===== config.mk =====
export PLATFORM = sky130hd
export DESIGN_NAME = fifo_rd_stream
export DESIGN_NICKNAME = d
export VERILOG_FILES = /design/src/rtl/fifo_rd_stream.sv
export SDC_FILE = /design/constraint.sdc
export NUM_CORES = 1
export LEC_CHECK = 0
export CORE_MARGIN = 3
export CORE_UTILIZATION = 55
export DETAILED_ROUTE_END_ITERATION = 10
export GPL_ROUTABILITY_DRIVEN = 0
export PLACE_DENSITY = 0.92
export SYNTH_ARGS = -nofsm -noshare
export SYNTH_HDL_FRONTEND = slang
export SYNTH_SLANG_ARGS = --single-unit

===== constraint.sdc =====
create_clock -name rd_clk -period 6.59 [get_ports rd_clk]
set_input_delay 1.318 -clock rd_clk [delete_from_list [all_inputs] [get_ports rd_clk]]
set_output_delay 1.318 -clock rd_clk [all_outputs]
set_load 0.005 [all_outputs]

===== src/rtl/fifo_rd_stream.sv =====
// Burst reader that drains a FIFO into a 2-entry valid/ready output buffer.
// Define FIFO_RD_STREAM_STAT_EN to add the saturating 16-bit accepted-word counter word_cnt.
module fifo_rd_stream #(
    parameter int DATA_WIDTH = 4,
    parameter int BURST_LEN  = 4
) (
    input  logic                  rd_clk,
    input  logic                  rd_rst_n,
    input  logic                  fifo_empty,
    input  logic                  fifo_aempty,
    input  logic [DATA_WIDTH-1:0] fifo_rd_data,
    input  logic                  flush,
    output logic                  fifo_rd_en,
    output logic                  out_valid,
    output logic [DATA_WIDTH-1:0] out_data,
    input  logic                  out_ready,
    output logic                  busy
`ifdef FIFO_RD_STREAM_STAT_EN
    ,
    output logic [15:0]           word_cnt
`endif
);

    typedef enum logic {
        IDLE = 1'b0,
        READ = 1'b1
    } state_t;

    localparam logic [7:0] LastRead = 8'(BURST_LEN - 1);

    state_t                r_state;
    state_t                w_stateNext;
    logic [7:0]            r_burstCnt;
    logic [7:0]            w_burstCntNext;
    logic                  r_inflight;
    logic [1:0]            r_occ;
    logic                  r_wrPtr;
    logic                  r_rdPtr;
    logic [DATA_WIDTH-1:0] r_buf [2];
    logic                  w_pop;
    logic                  w_push;
    logic                  w_credit;
    logic [2:0]            w_pending;

    // Credit counts words that will still occupy the buffer once this cycle's pop is taken.
    assign w_pop     = out_valid & out_ready;
    assign w_push    = r_inflight;
    assign w_pending = {1'b0, r_occ} + {2'b00, r_inflight} - {2'b00, w_pop};
    assign w_credit  = (w_pending <= 3'd1);

    assign out_valid = (r_occ != 2'd0);
    assign out_data  = r_buf[r_rdPtr];
    assign busy      = (r_state == READ) | r_inflight | (r_occ != 2'd0);

    always_comb begin
        w_stateNext    = r_state;
        w_burstCntNext = r_burstCnt;
        fifo_rd_en     = 1'b0;
        case (r_state)
            IDLE: begin
                if (!fifo_empty && (!fifo_aempty || flush)) begin
                    w_stateNext    = READ;
                    w_burstCntNext = 8'd0;
                end
            end
            READ: begin
                fifo_rd_en = !fifo_empty && w_credit;
                if (fifo_empty) begin
                    w_stateNext = IDLE;
                end else if (fifo_rd_en) begin
                    w_burstCntNext = r_burstCnt + 8'd1;
                    if (r_burstCnt == LastRead) begin
                        w_stateNext = IDLE;
                    end
                end
            end
            default: w_stateNext = IDLE;
        endcase
    end

    always_ff @(posedge rd_clk) begin
        if (!rd_rst_n) begin
            r_state    <= IDLE;
            r_burstCnt <= 8'd0;
            r_inflight <= 1'b0;
            r_occ      <= 2'd0;
            r_wrPtr    <= 1'b0;
            r_rdPtr    <= 1'b0;
            r_buf[0]   <= '0;
            r_buf[1]   <= '0;
        end else begin
            r_state    <= w_stateNext;
            r_burstCnt <= w_burstCntNext;
            r_inflight <= fifo_rd_en;
            if (w_push) begin
                r_buf[r_wrPtr] <= fifo_rd_data;
                r_wrPtr        <= ~r_wrPtr;
            end
            if (w_pop) begin
                r_rdPtr <= ~r_rdPtr;
            end
            r_occ <= r_occ + {1'b0, w_push} - {1'b0, w_pop};
        end
    end

`ifdef FIFO_RD_STREAM_STAT_EN
    logic [15:0] r_wordCnt;

    always_ff @(posedge rd_clk) begin
        if (!rd_rst_n) begin
            r_wordCnt <= 16'd0;
        end else if (w_pop && (r_wordCnt != 16'hFFFF)) begin
            r_wordCnt <= r_wordCnt + 16'd1;
        end
    end

    assign word_cnt = r_wordCnt;
`endif

endmodule


==> reports/summary.txt, run 1 <==
Global Route Usage Sum: 0.187
Sw Pwr: 0.115 mW
Relative slew margins: 0.735
Required @ worst endpoint: 5.27 ns
Nets: 141
Clk_skew: 0.00140 ns
IO Port Bufs: 16
Flops & latches, synth: 23
Power Density: 288 nW/um^2
WL/cell: 13.6 microns
Post-Synth Adder-Cell Area: 0.0537
Initial DRT Pass Iterations: 4
Mapped Area: 1070 sq um
Hold buffers post-CTS: 0
Clock slew at reported path FFs: 0.12 ns
RSZ-0062 raised after global routing: false
DR DRC count: 0
Crit Path Class: in -> out
CP arrival: 4.03 ns
Internal power: 0.255 mW
Post-CTS Resized: 0
Worst-Margin Slew: 0.397 ns
Synth area leaders: dfxtp_1 (28%), edfxtp_1 (22%), nor2_1 (5.6%), mux2_2 (4.2%), nand2_1 (3.9%)
Highest net fanout along the worst path: 6
Leak Pwr: 0.502 nW
Post-synth EDFFs: 8
Xor and xnor area share after synthesis: 0.0561
Die area: 2510 sq um
Post-layout util: 0.721
Yosys warns: 0
Sequential power share: 0.471
Global-route wire length before repair: 3420 microns
Vias: 827
Worst path top cell family by delay: buffers and inverters
Core ar.: 1780 sq um
Largest family of logic cells by synthesized area: simple AND/OR/NAND/NOR gates
Layout cell share with drive strength beyond 1: 0.0873
Synthesized area per cell: 10.0 sq um
Crit path max-delay cell type: fa_1
Clk pwr share: 0.177
CTS buffer count: 3
HP Class: reg -> reg
Area delta synth->final: 20.0%
Slew Limit Fails: 0
Syn Nets: 121
Post-synth top area share: 0.280
Register area share after synthesis: 0.505
Post-synth ARST share: 0
Count leader, synth: nor2_1
Root Driver: clkbuf_4
Clk_lat worst skew: 0.32 ns
Row Count: 15
Largest net degree at the start of global routing: 13
Post-synth top cells: nor2_1 (16), dfxtp_1 (15), nand2_1 (11), edfxtp_1 (8), inv_1 (6)
Period utilisation layout: 0.811
Mux cell area share after synthesis: 0.0421
H-tree levels: 1
Initial Util: 0.601
Distinct cells, synth: 31
Cells after Synth: 107
# clock sinks: 23
Post-CTS Setup Bufs: 0
Comb pwr share: 0.352
Maxcap violations: 0
Setup-failing EPs final: 0
Max IR drop VDD: 0.000226 V
Crit path largest cell delay: 0.53 ns
# IOs: 17
Worst-path cell chain: clkdlybuf4s50_1, and2_1, ha_1, inv_1, ha_1, fa_1, nor3b_4, nand2_1, inv_1, clkdlybuf4s50_1
Post-route ant nets: 0
Final Worst Setup Slack: 1.25 ns
Place WS: 1.28 ns
DP Wirelength: 1570 microns
R2R cell count: 10
Vias in the first global route: 769
Post-route minimum period: 5.34 ns
Synth area leader: dfxtp_1
Crit path capture type: primary output
Ant diodes: 0
Vias per std cell: 5.48
WP buf/inv: 4
Synth Flop Type: dfxtp_1
Post-synthesis compound-gate area fraction: 0.0456
WHS Path Cells: 2
CTS tree: done
Final Hold Vio Count: 0
GRT overflow: 0
Die Wd: 50.1 microns
Clock tree buffer depth: 2
Switching Share: 0.310
Status: finished, final reports clean
CP Depth: 10
Die height: 50.1 microns
Simple-Gate Fraction of Synth Area: 0.273
Maximum clock rate: 187 MHz
Initial antenna violation count: 0
Setup_tns: 0 ns
CP Launch Type: primary input
Final Routed Wirelength: 2050 microns
Drt initial violations: 21
-- power groups by stage --
stage / registers (mW) / clock network (mW) / logic (mW)
after floorplan: 0.174 / 0 / 0.0804
after global routing: 0.176 / 0.0738 / 0.141
after CTS: 0.174 / 0.0663 / 0.130
final: 0.174 / 0.0657 / 0.130
after global placement: 0.176 / 0 / 0.123
after detailed placement: 0.177 / 0 / 0.129
-- path summary, 6_finish.rpt --
kind	from	slack [ns]	end
min reg2reg	r_wrPtr	0.50	r_wrPtr
max	out_ready	1.25	fifo_rd_en
max reg2reg	r_occ[1]	3.64	r_burstCnt[5]
min	r_wrPtr	0.50	r_wrPtr
-- cells by family after synthesis --
logic type,Yosys count
mux,4
buf+inv,7
fa+ha+maj,4
simple gates,55
xor+xnor,6
compound gates,8
flops,23
-- cells in the final DEF (no fill, tap or decap), drive strengths merged --
cell type / count
nor4b: 1
o21a: 1
or2: 1
xor2: 5
nor2: 16
o21ai: 2
nand4b: 1
nand4: 3
and3: 3
a21oi: 3
fa: 1
nand3: 5
ha: 3
and4: 1
inv: 6
nor4: 1
a21o: 1
o2111ai: 1
and2: 4
dfxtp: 15
or4: 1
nand2: 11
clkdlybuf4s50: 16
mux2: 4
xnor2: 1
edfxtp: 8
nand2b: 4
nor3b: 1
clkbuf: 4
or3: 2
-- metrics by stage --
| stage | cell area [sq um] | cells | hold WS, ns | power, mW |
|---|---|---|---|---|
| 6_report | 1280 | 151 | 0.504 | 0.370 |
| 3_5_place_dp | 1260 | 147 | 0.486 | 0.306 |
| 3_3_place_gp | 1260 | 147 | 0.466 | 0.299 |
| 2_1_floorplan | 1070 | 107 | 0.458 | 0.254 |
| 4_1_cts | 1280 | 151 | 0.503 | 0.371 |
| 5_1_grt | 1280 | 151 | 0.525 | 0.391 |
-- final cells by class --
| class | instances | area, sq um |
|---|---|---|
| timing repair buffer | 16 | 160 |
| clock buffer | 4 | 26.3 |
| multi-input combinational | 77 | 504 |
| sequential | 23 | 541 |
| tap | 25 | 31.3 |
| inverter | 6 | 22.5 |
| fill | 139 | 498 |
-- state kept, by name, indices dropped and copies added, names as in the netlist, named ones only --
name,cells
r_buf,8
r_burstCnt,8
r_inflight,1
r_occ,2
r_rdPtr,1
r_state,1
r_wrPtr,1
-- tightest hold or removal path, cell delays in order, from the launching register on --
cell	delay [ns]
dfxtp_1	0.34
nand2b_1	0.07
a21oi_1	0.06
-- routing by layer --
layer  global-route usage  vias up  share of wire
li1                     -      409              -
met1                0.210      385           0.43
met2                0.320       28           0.50
met3               0.0356        5          0.044
met4                0.124        0          0.026
met5                    0        -              0
Note: power is estimated with default switching activity, not from simulation.
==> run 2: changes to the inputs <==
- CORE_UTILIZATION: 55 -> 46
- PLACE_DENSITY: 0.92 -> 0.83
- clock period: 6.59 -> 4.7 ns (I/O delays scaled with it)
==> run 2 against run 1 <==
Clock skew increased by 0.0022 ns. Worst hold slack got worse by 0.0094 ns. Die area increased by 17%. Utilization decreased by 9.4 points. Clock power increased by 39%. Final area increased by 1.5%. Critical endpoint unchanged. Largest cell class unchanged.
==> reports/summary.txt, run 2 (synthesized netlist as in run 1, its figures left out) <==
Status: finished, final reports clean
CP Launch Type: primary input
Placed cell area: 1270 sq um (+0.80%)
Worst-Margin Slew: 0.454 ns (+0.0569 ns)
Final Hold Vio Count: 0 (unchanged)
Crit path capture type: primary output
Initial antenna violation count: 0 (unchanged)
CTS buffer count: 3 (unchanged)
Routed wl met3: 112 microns (+24%)
Leak Pwr: 0.515 nW (+2.5%)
H-tree levels: 1 (unchanged)
Largest net degree at the start of global routing: 14 (+1)
Core ar.: 2080 sq um (+17%)
Hold buffers post-CTS: 0 (unchanged)
Crit Path Class: in -> out
Setup-failing EPs final: 0 (unchanged)
RSZ-0062 raised after global routing: false
WHS: 0.495 ns (-0.00936 ns)
Final Routed Wirelength: 1950 microns (-4.8%)
Largest registers: r_buf x8, r_burstCnt x8, r_occ x2
Row Count: 16 (+1)
Initial Util: 0.514 (-0.0863)
Final Instance Area: 1300 sq um (+1.5%)
Period utilisation layout: 0.962
Worst-path cell chain: clkdlybuf4s50_1, and2_1, ha_1, inv_1, ha_1, fa_1, nor3b_4, nand2_1, inv_1, clkdlybuf4s50_1
Die area: 2940 sq um (+17%)
Post-route minimum period: 4.52 ns
Drt initial violations: 31 (+48%)
Final Worst Setup Slack: 0.180 ns (-1.07 ns)
WL met1: 878 microns (+0.69%)
Setup_tns: 0 ns (unchanged)
Max IR drop VDD: 0.000325 V (+44%)
Clk_lat worst skew: 0.31 ns (about the same)
HP Class: reg -> reg
Clock tree buffer depth: 2 (unchanged)
# clock sinks: 23 (unchanged)
Global Route Usage Sum: 0.148 (-0.0389)
Required @ worst endpoint: 3.76 ns (-1.51 ns)
Clk_skew: 0.00362 ns (+0.00221 ns)
WL/cell: 12.6 microns (-7.3%)
Clock slew at reported path FFs: 0.12 ns (about the same)
Vias in the first global route: 706 (-8.2%)
Vias per std cell: 5.39 (-1.6%)
Place WS: 0.103 ns (-1.18 ns)
DP Wirelength: 1450 microns (-7.9%)
Post-route ant nets: 0 (unchanged)
Crit path largest cell delay: 0.52 ns (about the same)
Vias: 835 (+0.97%)
# IOs: 17 (unchanged)
Ant diodes: 0 (unchanged)
Maxcap violations: 0 (unchanged)
Crit path max-delay cell type: fa_1
Highest net fanout along the worst path: 6 (unchanged)
CP arrival: 3.58 ns (-0.45 ns)
Global-route wire length before repair: 3070 microns (-10%)
Maximum clock rate: 221 MHz
DR DRC count: 0 (unchanged)
Slew Limit Fails: 0 (unchanged)
Die Wd: 54.3 microns (+8.2%)
Root Driver: clkbuf_4
Die height: 54.3 microns (+8.2%)
Initial DRT Pass Iterations: 4 (unchanged)
Area delta synth->final: 21.7%
Power Density: 408 nW/um^2 (+42%)
Nets: 143 (+1.4%)
Post-layout util: 0.626 (-0.0945)
Met2 wire length: 948 microns (-8.4%)
Relative slew margins: 0.696 (-0.0381)
IO Port Bufs: 16 (unchanged)
CTS tree: done
Top Layer Used: met4
GRT overflow: 0 (unchanged)
Leading cell types in the layout, fill and taps excluded: nor2_1 (16), clkdlybuf4s50_1 (16), dfxtp_1 (15), nand2_1 (11), edfxtp_1 (8)
Layout cell share with drive strength beyond 1: 0.109 (+0.0221)
-- run 2: per-layer routing --
layer | global-route usage | vias to the layer above
met5 | 0 | -
met4 | 0.0747 | 0
met3 | 0.0327 | 2
met2 | 0.245 | 33
met1 | 0.181 | 390
li1 | - | 410
-- run 2: critical path: cells and delay by family --
family	cells	cell delay [ns]
adders and majority gates	3	0.99
buffers and inverters	4	1.07
and+or+nand+nor	3	0.58
-- run 2: cell type report --
cell class | instances | area (sq um)
well taps | 27 | 33.8
fillers | 173 | 778
clock inverters | 1 | 5.00
inverters | 6 | 22.5
repair buffers | 18 | 175
multi-input cells | 77 | 504
flip-flops and latches | 23 | 541
clock buffers | 3 | 22.5
-- run 2: what timing repair did --
action | 4_1_cts | 5_1_grt
hold endpoints to repair | 0 | 0
setup endpoints to repair | 0 | 1
buffers inserted | 0 | 1
resized for setup | 0 | 0
-- run 2: metrics by stage --
stage / power (mW) / instances
final: 0.532 / 155
after global routing: 0.564 / 155
after CTS: 0.533 / 154
after detailed placement: 0.443 / 150
after global placement: 0.434 / 150
after floorplan: 0.357 / 107
-- run 2: power breakdown --
group | internal (mW) | total (mW) | leakage (nW) | switching [mW]
registers | 0.227 | 0.245 | 0.204 | 0.0173
clock network | 0.0318 | 0.0912 | 0.0177 | 0.0594
logic | 0.109 | 0.197 | 0.293 | 0.0872
total | 0.369 | 0.532 | 0.515 | 0.164
-- run 2: final timing paths --
kind                                 from             to  slack [ns]  depth (start not counted)
worst max-delay path            out_ready     fifo_rd_en        0.18                         10
worst min-delay path              r_wrPtr        r_wrPtr        0.49                          2
worst max register to register   r_occ[1]  r_burstCnt[7]        1.73                         11
worst min register to register    r_wrPtr        r_wrPtr        0.49                          2
==> run 3: changes to the inputs <==
- RECOVER_POWER: unset -> 25
- SETUP_SLACK_MARGIN: unset -> 0.4
==> run 3 against run 2 <==
Sequential power barely moved. Sequential share of layout area fell by 0.74 points. Via count is 0.72% higher. Fmax up 12%. Register-to-register slack gained 0.06 ns. Critical endpoint unchanged. Largest cell class unchanged. Highest routed layer unchanged.
==> reports/summary.txt, run 3 (synthesized netlist as in run 1, its figures left out) <==
Status: finished, final reports clean
Final Worst Setup Slack: 0.653 ns (+0.472 ns)
CTS buffer count: 3 (unchanged)
R2R cell count: 11 (unchanged)
RSZ-0062 raised after global routing: false
Final Routed Wirelength: 2020 microns (+3.2%)
Die area: 2940 sq um (unchanged)
Root Driver: clkbuf_4
Die Wd: 54.3 microns (unchanged)
Vias: 841 (+0.72%)
IO Port Bufs: 16 (unchanged)
Highest net fanout along the worst path: 3 (-3)
Vias per std cell: 5.36 (-0.56%)
Clk_skew: 0.00145 ns (-0.00216 ns)
CP arrival: 3.11 ns (-0.47 ns)
Setup-failing EPs final: 0 (unchanged)
Hold buffers post-CTS: 0 (unchanged)
Clock slew at reported path FFs: 0.12 ns (about the same)
Largest registers: r_buf x8, r_burstCnt x8, r_occ x2
Largest net degree at the start of global routing: 14 (unchanged)
HP Class: reg -> reg
Maximum clock rate: 247 MHz (+12%)
H-tree levels: 1 (unchanged)
DR DRC count: 0 (unchanged)
Reg area: 541 sq um (unchanged)
Die height: 54.3 microns (unchanged)
GRT overflow: 0 (unchanged)
Crit path largest cell delay: 0.48 ns (-0.04 ns)
Leak Pwr: 0.525 nW (+1.9%)
Vias in the first global route: 722 (+2.3%)
Initial Util: 0.514 (unchanged)
Leading cell types in the layout, fill and taps excluded: nor2_1 (16), dfxtp_1 (15), clkdlybuf4s50_1 (14), nand2_1 (10), edfxtp_1 (8)
DP Wirelength: 1450 microns (unchanged)
Post-layout util: 0.638 (+0.0114)
Ant diodes: 0 (unchanged)
WL/cell: 12.8 microns (+1.9%)
Nets: 145 (+1.4%)
Post-route minimum period: 4.05 ns (-0.472 ns)
Drt initial violations: 36 (+16%)
Initial DRT Pass Iterations: 4 (unchanged)
CTS tree: done
Crit path max-delay cell type: fa_2
Crit path capture type: primary output
Period utilisation layout: 0.861 (-0.100)
Layout cell share with drive strength beyond 1: 0.162 (+0.0522)
Area delta synth->final: 23.9%
Most common cell after layout, fill and taps aside: nor2_1
Power Density: 417 nW/um^2 (+2.0%)
Clock tree buffer depth: 2 (unchanged)
Worst-path cell chain: clkdlybuf4s50_1, and2_4, ha_1, inv_1, ha_2, fa_2, nor3b_4, nand2_2, inv_2, dlygate4sd2_1
Worst-Margin Slew: 0.445 ns (-0.00854 ns)
Max IR drop VDD: 0.000346 V (+6.5%)
Initial antenna violation count: 0 (unchanged)
# clock sinks: 23 (unchanged)
Relative slew margins: 0.702 (+0.00566)
Setup_tns: 0 ns (unchanged)
Slew Limit Fails: 0 (unchanged)
# IOs: 17 (unchanged)
Core ar.: 2080 sq um (unchanged)
Area of the multi-input gates: 514 sq um (+2.0%)
Post-route ant nets: 0 (unchanged)
Final Instance Area: 1330 sq um (+1.8%)
Required @ worst endpoint: 3.76 ns (about the same)
Global-route wire length before repair: 3220 microns (+4.7%)
WHS Path Cells: 2 (unchanged)
Maxcap violations: 0 (unchanged)
Row Count: 16 (unchanged)
Layout fillers: 173 (unchanged)
CP Launch Type: primary input
Placed cell area: 1270 sq um (unchanged)
Clk_lat worst skew: 0.31 ns (about the same)
Crit Path Class: in -> out
Global Route Usage Sum: 0.155 (+0.00692)
Final Hold Vio Count: 0 (unchanged)
Place WS: 0.103 ns (unchanged)
## run 3: changes by cell type in the layout (fill, tap and decap cells not counted), sizes merged
cell / before / now
dlygate4sd3: 0 / 1
buf: 2 / 4
clkdlybuf4s50: 16 / 14
dlygate4sd2: 0 / 1
## run 3: path summary, 6_finish.rpt
check | start | end | slack (ns)
setup / recovery | out_ready | fifo_rd_en | 0.65
hold / removal | r_wrPtr | r_wrPtr | 0.50
setup reg to reg | r_occ[1] | r_burstCnt[7] | 1.79
hold reg to reg | r_wrPtr | r_wrPtr | 0.50
## run 3: per-layer routing
metal	wire (microns)	share of wire	GRT usage
met4	24	0.012	0.0747
met5	0	0	0
met2	980	0.49	0.259
met3	115	0.057	0.0327
met1	895	0.44	0.190
## run 3: timing repair
action | CTS | global route
setup endpoints to repair | 1 | 0
gates resized for setup | 6 | 0
setup buffers | 3 | 0
## run 3: per-stage QoR
step                      hold slack (ns)  instances  power [mW]
after floorplan                     0.458        107       0.357
after global placement              0.467        150       0.434
after detailed placement            0.482        150       0.443
after CTS                           0.499        157       0.553
after global routing                0.524        157       0.586
final                               0.495        157       0.553
## run 3: power breakdown
part           internal [mW]  switching [mW]  leakage (nW)
Clock                 0.0318          0.0587        0.0177
Sequential             0.227          0.0177         0.204
Combinational          0.123          0.0948         0.303
Total                  0.382           0.171         0.525
## run 3: layout make-up
type | count | share of cell area
multi-input cells | 77 | 0.387
clock buffers | 3 | 0.0170
clock inverters | 1 | 0.00377
inverters | 6 | 0.0170
repair buffers | 20 | 0.142
flip-flops and latches | 23 | 0.407
well taps | 27 | 0.0254
## run 3: worst max-delay path, delay by kind of cell
family,cells,cell delay (ns)
fa+ha+maj,3,0.88
buf+inv,4,0.82
simple gates,3,0.47
